==> src/rtl/wash_ctrl_p.sv <==
// ---------------------------------------------------------------------------
// wash_ctrl_p -- washing-machine program sequencer
//
// Runs a fixed program WASH -> RINSE x RINSE_CNT -> SPIN -> DONE. Each phase
// lasts its configured number of seconds. A second is CLK_DIV enabled clock
// cycles, counted by a prescaler that only advances while a phase is running
// and 'on' is high. The remaining time of the current phase is kept directly
// as three BCD digits. The parameter values are converted to decimal at
// elaboration, so there is no run-time binary-to-BCD logic.
//
// Parameters:
//   CLK_DIV    clk cycles per one-second tick (>= 2)
//   WASH_S     wash duration, seconds (1..999)
//   RINSE_S    duration of each rinse pass, seconds (1..999)
//   RINSE_CNT  number of rinse passes (1..7)
//   SPIN_S     spin duration, seconds (1..999)
//
// Ports:
//   clk        system clock, rising edge
//   rst        synchronous active-high reset, beats every other input
//   on         run enable; low freezes a running program where it is
//   start      single-cycle request: in IDLE or DONE it begins a program,
//              while a program runs it is ignored. It is sampled on its own,
//              with no handshake back, and it does not depend on 'on'.
//   n1/n2/n3   remaining seconds, BCD units / tens / hundreds
//   state      phase code IDLE=0 WASH=1 RINSE=2 SPIN=3 DONE=4 (this is the
//              FSM state register itself)
//   rinse_idx  current rinse pass, 1-based, 0 outside RINSE
//   st_light   phase indicator lamps
//   busy       high in WASH, RINSE and SPIN
//   done       one-cycle pulse on entry to DONE
//
// All outputs come straight from flops.
// ---------------------------------------------------------------------------
module wash_ctrl_p #(
  parameter int CLK_DIV   = 100000000,
  parameter int WASH_S    = 60,
  parameter int RINSE_S   = 30,
  parameter int RINSE_CNT = 2,
  parameter int SPIN_S    = 45
) (
  input  logic       clk,
  input  logic       rst,
  input  logic       on,
  input  logic       start,
  output logic [3:0] n1,
  output logic [3:0] n2,
  output logic [3:0] n3,
  output logic [2:0] state,
  output logic [2:0] rinse_idx,
  output logic [7:0] st_light,
  output logic       busy,
  output logic       done
);

  // -------------------------------------------------------------------------
  // Elaboration-time constants
  // -------------------------------------------------------------------------
  localparam int PW = $clog2(CLK_DIV);
  localparam logic [PW-1:0] PRESC_MAX = PW'(CLK_DIV - 1);

  // Decimal digits of a parameter, packed as {hundreds, tens, units}.
  function automatic logic [11:0] to_bcd(input int v);
    return {4'(v / 100 % 10), 4'(v / 10 % 10), 4'(v % 10)};
  endfunction

  localparam logic [11:0] WASH_BCD   = to_bcd(WASH_S);
  localparam logic [11:0] RINSE_BCD  = to_bcd(RINSE_S);
  localparam logic [11:0] SPIN_BCD   = to_bcd(SPIN_S);
  localparam logic [2:0]  RINSE_LAST = 3'(RINSE_CNT);
  localparam logic [11:0] BCD_ONE    = 12'h001;

  localparam logic [7:0] LIGHT_IDLE  = 8'b0000_0000;
  localparam logic [7:0] LIGHT_WASH  = 8'b0000_1111;
  localparam logic [7:0] LIGHT_RINSE = 8'b0011_1111;
  localparam logic [7:0] LIGHT_SPIN  = 8'b0111_1111;
  localparam logic [7:0] LIGHT_DONE  = 8'b1111_1111;

  typedef enum logic [2:0] {
    S_IDLE  = 3'd0,
    S_WASH  = 3'd1,
    S_RINSE = 3'd2,
    S_SPIN  = 3'd3,
    S_DONE  = 3'd4
  } phase_e;

  // Decrement a three-digit BCD value by one. Callers never pass 000,
  // because a phase is left on the tick that finds 001.
  function automatic logic [11:0] bcd_dec(input logic [11:0] v);
    logic [3:0] d0;
    logic [3:0] d1;
    logic [3:0] d2;
    d0 = v[3:0];
    d1 = v[7:4];
    d2 = v[11:8];
    if (d0 != 4'd0) begin
      d0 = d0 - 4'd1;
    end else begin
      d0 = 4'd9;
      if (d1 != 4'd0) begin
        d1 = d1 - 4'd1;
      end else begin
        d1 = 4'd9;
        d2 = d2 - 4'd1;
      end
    end
    return {d2, d1, d0};
  endfunction

  // -------------------------------------------------------------------------
  // State
  // -------------------------------------------------------------------------
  phase_e          state_q, state_d;
  logic [11:0]     cnt_q, cnt_d;      // remaining seconds, BCD
  logic [2:0]      idx_q, idx_d;      // rinse pass
  logic [PW-1:0]   presc_q, presc_d;
  logic [7:0]      light_q, light_d;
  logic            busy_q, busy_d;
  logic            done_q, done_d;

  logic            running;
  logic            tick;

  assign running = (state_q == S_WASH) || (state_q == S_RINSE) ||
                   (state_q == S_SPIN);
  assign tick    = running && on && (presc_q == PRESC_MAX);

  // -------------------------------------------------------------------------
  // Process 1: state register (also holds the registered outputs)
  // -------------------------------------------------------------------------
  always_ff @(posedge clk) begin
    if (rst) begin
      state_q <= S_IDLE;
      cnt_q   <= 12'h000;
      idx_q   <= 3'd0;
      presc_q <= '0;
      light_q <= LIGHT_IDLE;
      busy_q  <= 1'b0;
      done_q  <= 1'b0;
    end else begin
      state_q <= state_d;
      cnt_q   <= cnt_d;
      idx_q   <= idx_d;
      presc_q <= presc_d;
      light_q <= light_d;
      busy_q  <= busy_d;
      done_q  <= done_d;
    end
  end

  // -------------------------------------------------------------------------
  // Process 2: next-state logic
  // -------------------------------------------------------------------------
  always_comb begin
    state_d = state_q;
    cnt_d   = cnt_q;
    idx_d   = idx_q;
    presc_d = presc_q;

    unique case (state_q)
      S_IDLE, S_DONE: begin
        // 'on' is deliberately not consulted here.
        if (start) begin
          state_d = S_WASH;
          cnt_d   = WASH_BCD;
          idx_d   = 3'd0;
          presc_d = '0;
        end
      end

      S_WASH, S_RINSE, S_SPIN: begin
        // With on=0 nothing moves, so resuming picks up the exact cycle.
        if (on) begin
          if (!tick) begin
            presc_d = presc_q + 1'b1;
          end else if (cnt_q != BCD_ONE) begin
            presc_d = '0;
            cnt_d   = bcd_dec(cnt_q);
          end else begin
            // Last second of the phase has elapsed: the next phase and its
            // duration are loaded on this same edge, so no cycle is lost.
            presc_d = '0;
            unique case (state_q)
              S_WASH: begin
                state_d = S_RINSE;
                idx_d   = 3'd1;
                cnt_d   = RINSE_BCD;
              end
              S_RINSE: begin
                if (idx_q < RINSE_LAST) begin
                  idx_d = idx_q + 3'd1;
                  cnt_d = RINSE_BCD;
                end else begin
                  state_d = S_SPIN;
                  idx_d   = 3'd0;
                  cnt_d   = SPIN_BCD;
                end
              end
              default: begin
                state_d = S_DONE;
                idx_d   = 3'd0;
                cnt_d   = 12'h000;
              end
            endcase
          end
        end
      end

      default: begin
        // Unused encodings recover to a clean IDLE.
        state_d = S_IDLE;
        cnt_d   = 12'h000;
        idx_d   = 3'd0;
        presc_d = '0;
      end
    endcase
  end

  // -------------------------------------------------------------------------
  // Process 3: output logic, computed from the next state so the outputs
  // can be registered alongside the state itself
  // -------------------------------------------------------------------------
  always_comb begin
    light_d = LIGHT_IDLE;
    busy_d  = 1'b0;
    done_d  = 1'b0;
    unique case (state_d)
      S_WASH: begin
        light_d = LIGHT_WASH;
        busy_d  = 1'b1;
      end
      S_RINSE: begin
        light_d = LIGHT_RINSE;
        busy_d  = 1'b1;
      end
      S_SPIN: begin
        light_d = LIGHT_SPIN;
        busy_d  = 1'b1;
      end
      S_DONE: begin
        light_d = LIGHT_DONE;
        // Only the SPIN -> DONE edge pulses; sitting in DONE does not.
        done_d  = (state_q == S_SPIN);
      end
      default: begin
        light_d = LIGHT_IDLE;
      end
    endcase
  end

  // -------------------------------------------------------------------------
  // Output mapping
  // -------------------------------------------------------------------------
  assign state     = state_q;
  assign n1        = cnt_q[3:0];
  assign n2        = cnt_q[7:4];
  assign n3        = cnt_q[11:8];
  assign rinse_idx = idx_q;
  assign st_light  = light_q;
  assign busy      = busy_q;
  assign done      = done_q;

endmodule

==> config.mk <==
export PLATFORM = sky130hd
export DESIGN_NAME = wash_ctrl_p
export DESIGN_NICKNAME = d
export VERILOG_FILES = /design/src/rtl/wash_ctrl_p.sv
export SDC_FILE = /design/constraint.sdc
export NUM_CORES = 1
export LEC_CHECK = 0
export BUFFER_PORTS_ARGS = -buffer_cell sky130_fd_sc_hd__buf_2
export CORE_MARGIN = 2
export CORE_UTILIZATION = 55
export DETAILED_ROUTE_END_ITERATION = 8
export PLACE_DENSITY_LB_ADDON = 0.15
export SKIP_LAST_GASP = 1
export SLEW_MARGIN = 40
export SYNTH_ARGS = -nofsm -noshare
export SYNTH_HDL_FRONTEND = slang
export SYNTH_SLANG_ARGS = --single-unit
==> constraint.sdc <==
create_clock -name clk -period 3.1 [get_ports clk]
set_input_delay 0.155 -clock clk [delete_from_list [all_inputs] [get_ports clk]]
set_output_delay 0.155 -clock clk [all_outputs]
set_load 0.05 [all_outputs]
==> impl_summary.log <==
[metrics] maximum count of clock buffers along a single path: 2
[metrics] final hold violation count: 0
[metrics] Yosys reg bits: 51
[metrics] detailed-route via count: 2258
[metrics] PortBufs: 31
[metrics] Relative slew margins: 52.89%
[metrics] most frequently used flop master after synthesis: dfxtp_1
[metrics] gp weighted congestion: 0.8635
[metrics] later-pin clock latency in the skew report: 0.31 ns
[metrics] share of synthesized flip-flops with an asynchronous set or reset: 0%
[metrics] gate count of the mapped netlist: 312
[metrics] Hold-fix buffers, CTS: 0
[metrics] class of the tightest hold or removal check: primary input to flop
[metrics] largest net degree at the start of global routing: 29
[metrics] share of the yosys chip area belonging to registers: 39.31%
[metrics] total length of routed wires: 5.598 mm
[metrics] TritonCTS clock tree: done
[metrics] total number of yosys warnings: 0
[metrics] most common cell in the netlist: dfxtp_1
[metrics] fraction of layout cells with a size suffix above 1: 17.60%
[metrics] vias in the first global route: 2135
[metrics] slowest stage cell on the critical path: or4b_1
[metrics] fin cells: 395
[metrics] critical path arrival: 2.94 ns
[metrics] compound-cell area share of the yosys netlist: 13.10%
[metrics] Antenna Nets Post-Route: 0
[metrics] CP required: 3.35 ns
[metrics] Final Critical Period: 2.690 ns
[metrics] total overflow reported by the global router: 0
[metrics] Critical Path End Type: flop
[metrics] result of the run: finished, final reports clean
[metrics] launching element type of the critical path: flop
[metrics] Yosys top cell area share: 39.31%
[metrics] Die Width: 72.72 µm
[metrics] remaining design rule violation count: 0
[metrics] overall fraction of global-route tracks in use: 22.65%
[metrics] CP delay by family, top: simple AND/OR/NAND/NOR gates
[metrics] cell at the root of the clock tree: clkbuf_8
[metrics] average cell area after synthesis: 8.325 µm²
[metrics] clk sink count: 51
[metrics] number of antenna violations at the first check in global routing: 0
[metrics] initial core utilization: 56.11%
[metrics] initial drt markers: 112
[metrics] Resized Gates After CTS: 0
[metrics] number of antenna diodes: 0
[metrics] multiplexer share of the synthesized area: 0.7707%
[metrics] first-pass GRT wire length: 9.466 mm
[metrics] crit-path max cell delay: 0.55 ns
[metrics] Inst Count DP: 387
[metrics] Tightest Pin Transition: 0.6971 ns
[metrics] DPL Wire Length: 3.986 mm
[metrics] Slew Limit Fails: 0
[metrics] Die Span Y: 72.72 µm
[metrics] Peak Freq: 371.7 MHz
[metrics] Nets: 349
[metrics] most instantiated cells after synthesis: dfxtp_1, nor2_1, nand2_1, xor2_1, a21oi_1
[metrics] syn nets: 321
[metrics] Synth Cell Area: 0.002597 mm²
[metrics] crit path cell chain: or4b_1 -> or4_4 -> o31ai_4 -> nand2_4 -> or4_1 -> a21oi_1
[metrics] Avg Vias per Cell: 5.716
[metrics] Final setup violation count: 0
[metrics] worst vdd ir: 0.3351 mV
[metrics] MaxCap Viol Count: 0
[metrics] detail-routed net length per standard cell: 14.17 µm
[metrics] top cells by area in the synthesized netlist: dfxtp_1, nor2_1, xor2_1
[metrics] number of buffers inserted by post-CTS setup repair: 0
[metrics] highest fanout seen on the critical path: 9
[metrics] largest family of logic cells by synthesized area: simple AND/OR/NAND/NOR gates
[metrics] Synth Area in XOR/XNOR: 8.430%
[metrics] static leakage: 0.001111 µW
[metrics] largest area contributor in the netlist: dfxtp_1
[metrics] EDFF count, synth: 0
[metrics] CTS H-tree depth: 2
[metrics] number of distinct library cells after synthesis: 57
[metrics] adder and majority cell fraction of the synthesized area: 2.408%
[metrics] class of the most critical setup path: flop to flop
[metrics] Top-Level Pins: 32
[metrics] Final period util: 86.78%
[metrics] clock transition at the register clock pins on the worst setup and hold paths after CTS: 0.10 ns
[metrics] Setup TNS Final: 0 ns
[metrics] Pwr per Cell Area: 465.5 mW/mm²
[metrics] buffer and inverter count on the worst path: 0
[metrics] iteration count of the initial detailed-routing pass: 4
[metrics] setup repair after global routing missed its margin: no
[metrics] total number of placement rows: 25
[metrics] Syn-to-layout area delta: 11.22%
[metrics] Die Area: 0.005288 mm²
[metrics] Worst Clk Skew: 0.01239 ns
[metrics] number of buffers created by CTS: 5
[metrics] post-synthesis share of cell area spent on and, or, nand and nor gates: 31.74%
[metrics] core region area: 0.004629 mm²
metrics by stage:
stage	cell area [µm²]	power, µW	hold slack, ns	setup slack (ns)	utilization [%]
after floorplan	2597	889.1	0.4706	0.5197	-
after global placement	2785	932.9	0.4815	0.4959	60.16
after detailed placement	2785	934.4	0.4858	0.4409	60.16
after CTS	2889	1358	0.2785	0.4162	62.41
after global routing	2889	1403	0.3194	0.2845	62.41
final	2889	1345	0.2873	0.4099	62.41
path summary, 6_finish.rpt:
| kind | start | endpoint | slack (ns) | cells after the start |
|---|---|---|---|---|
| worst max-delay path | presc_q[8] | cnt_q[3] | 0.41 | 6 |
| worst min-delay path | rst | state[1] | 0.29 | 2 |
| worst max register to register | presc_q[8] | cnt_q[3] | 0.41 | 6 |
| worst min register to register | rinse_idx[0] | rinse_idx[0] | 0.50 | 2 |
flip-flops by register name, summed over array words and instances, names as in the netlist:
name	count
busy	1
cnt_q	12
done	1
presc_q	27
rinse_idx	3
st_light	4
state	3
worst reg2reg max path, stage by stage, from the launching register on:
cell and delay (ns):
dfxtp_1 0.38, or4b_1 0.55, or4_4 0.55, o31ai_4 0.41, nand2_4 0.13, or4_1 0.48
a21oi_1 0.13
cell usage in the layout, fill, tap and decap left out, drive strengths merged, types with 3 or more instances in the layout:
cell,n
nor2,49
dfxtp,51
and4,3
nand3,15
a21oi,18
xnor2,6
nand4,10
xor2,19
or4,6
ha,5
a31oi,4
or3,3
and3,5
nor2b,4
and2,3
nand2b,5
nor4,4
nor3,13
buf,37
clkbuf,7
inv,8
o21ai,11
nor4bb,3
nand2,22
routing by layer:
| metal | track usage [%] | share of wire [%] | vias to the layer above |
|---|---|---|---|
| met5 | 0 | 0 | - |
| met4 | 10.08 | 1.3 | 0 |
| met2 | 38.18 | 47 | 35 |
| met1 | 27.88 | 49 | 1058 |
| li1 | - | - | 1159 |
| met3 | 4.558 | 2.6 | 6 |
area by class of cell:
class | count | area (µm²)
fillers | 422 | 1740
multi-input cells | 237 | 1466
flip-flops and latches | 51 | 1021
repair buffers | 37 | 200.2
clock buffers | 7 | 96.34
well taps | 54 | 67.56
inverters | 8 | 30.03
clock inverters | 1 | 7.507
cells by family (layout without fill, tap and decap cells):
family                     after synthesis  count (layout)
adders and majority gates                5               5
muxes                                    2               2
xor gates and xnor gates                25              25
AOI/OAI and AO/OA                       51              51
DFF                                     51              51
buffers and inverters                   24              53
and+or+nand+nor                        154             154
where the power goes:
part	internal [µW]	switching, µW
clock network	203	221
registers	672	23.7
logic	63.1	162
total	939	406
No activity file was read; power rests on OpenSTA's default activity.
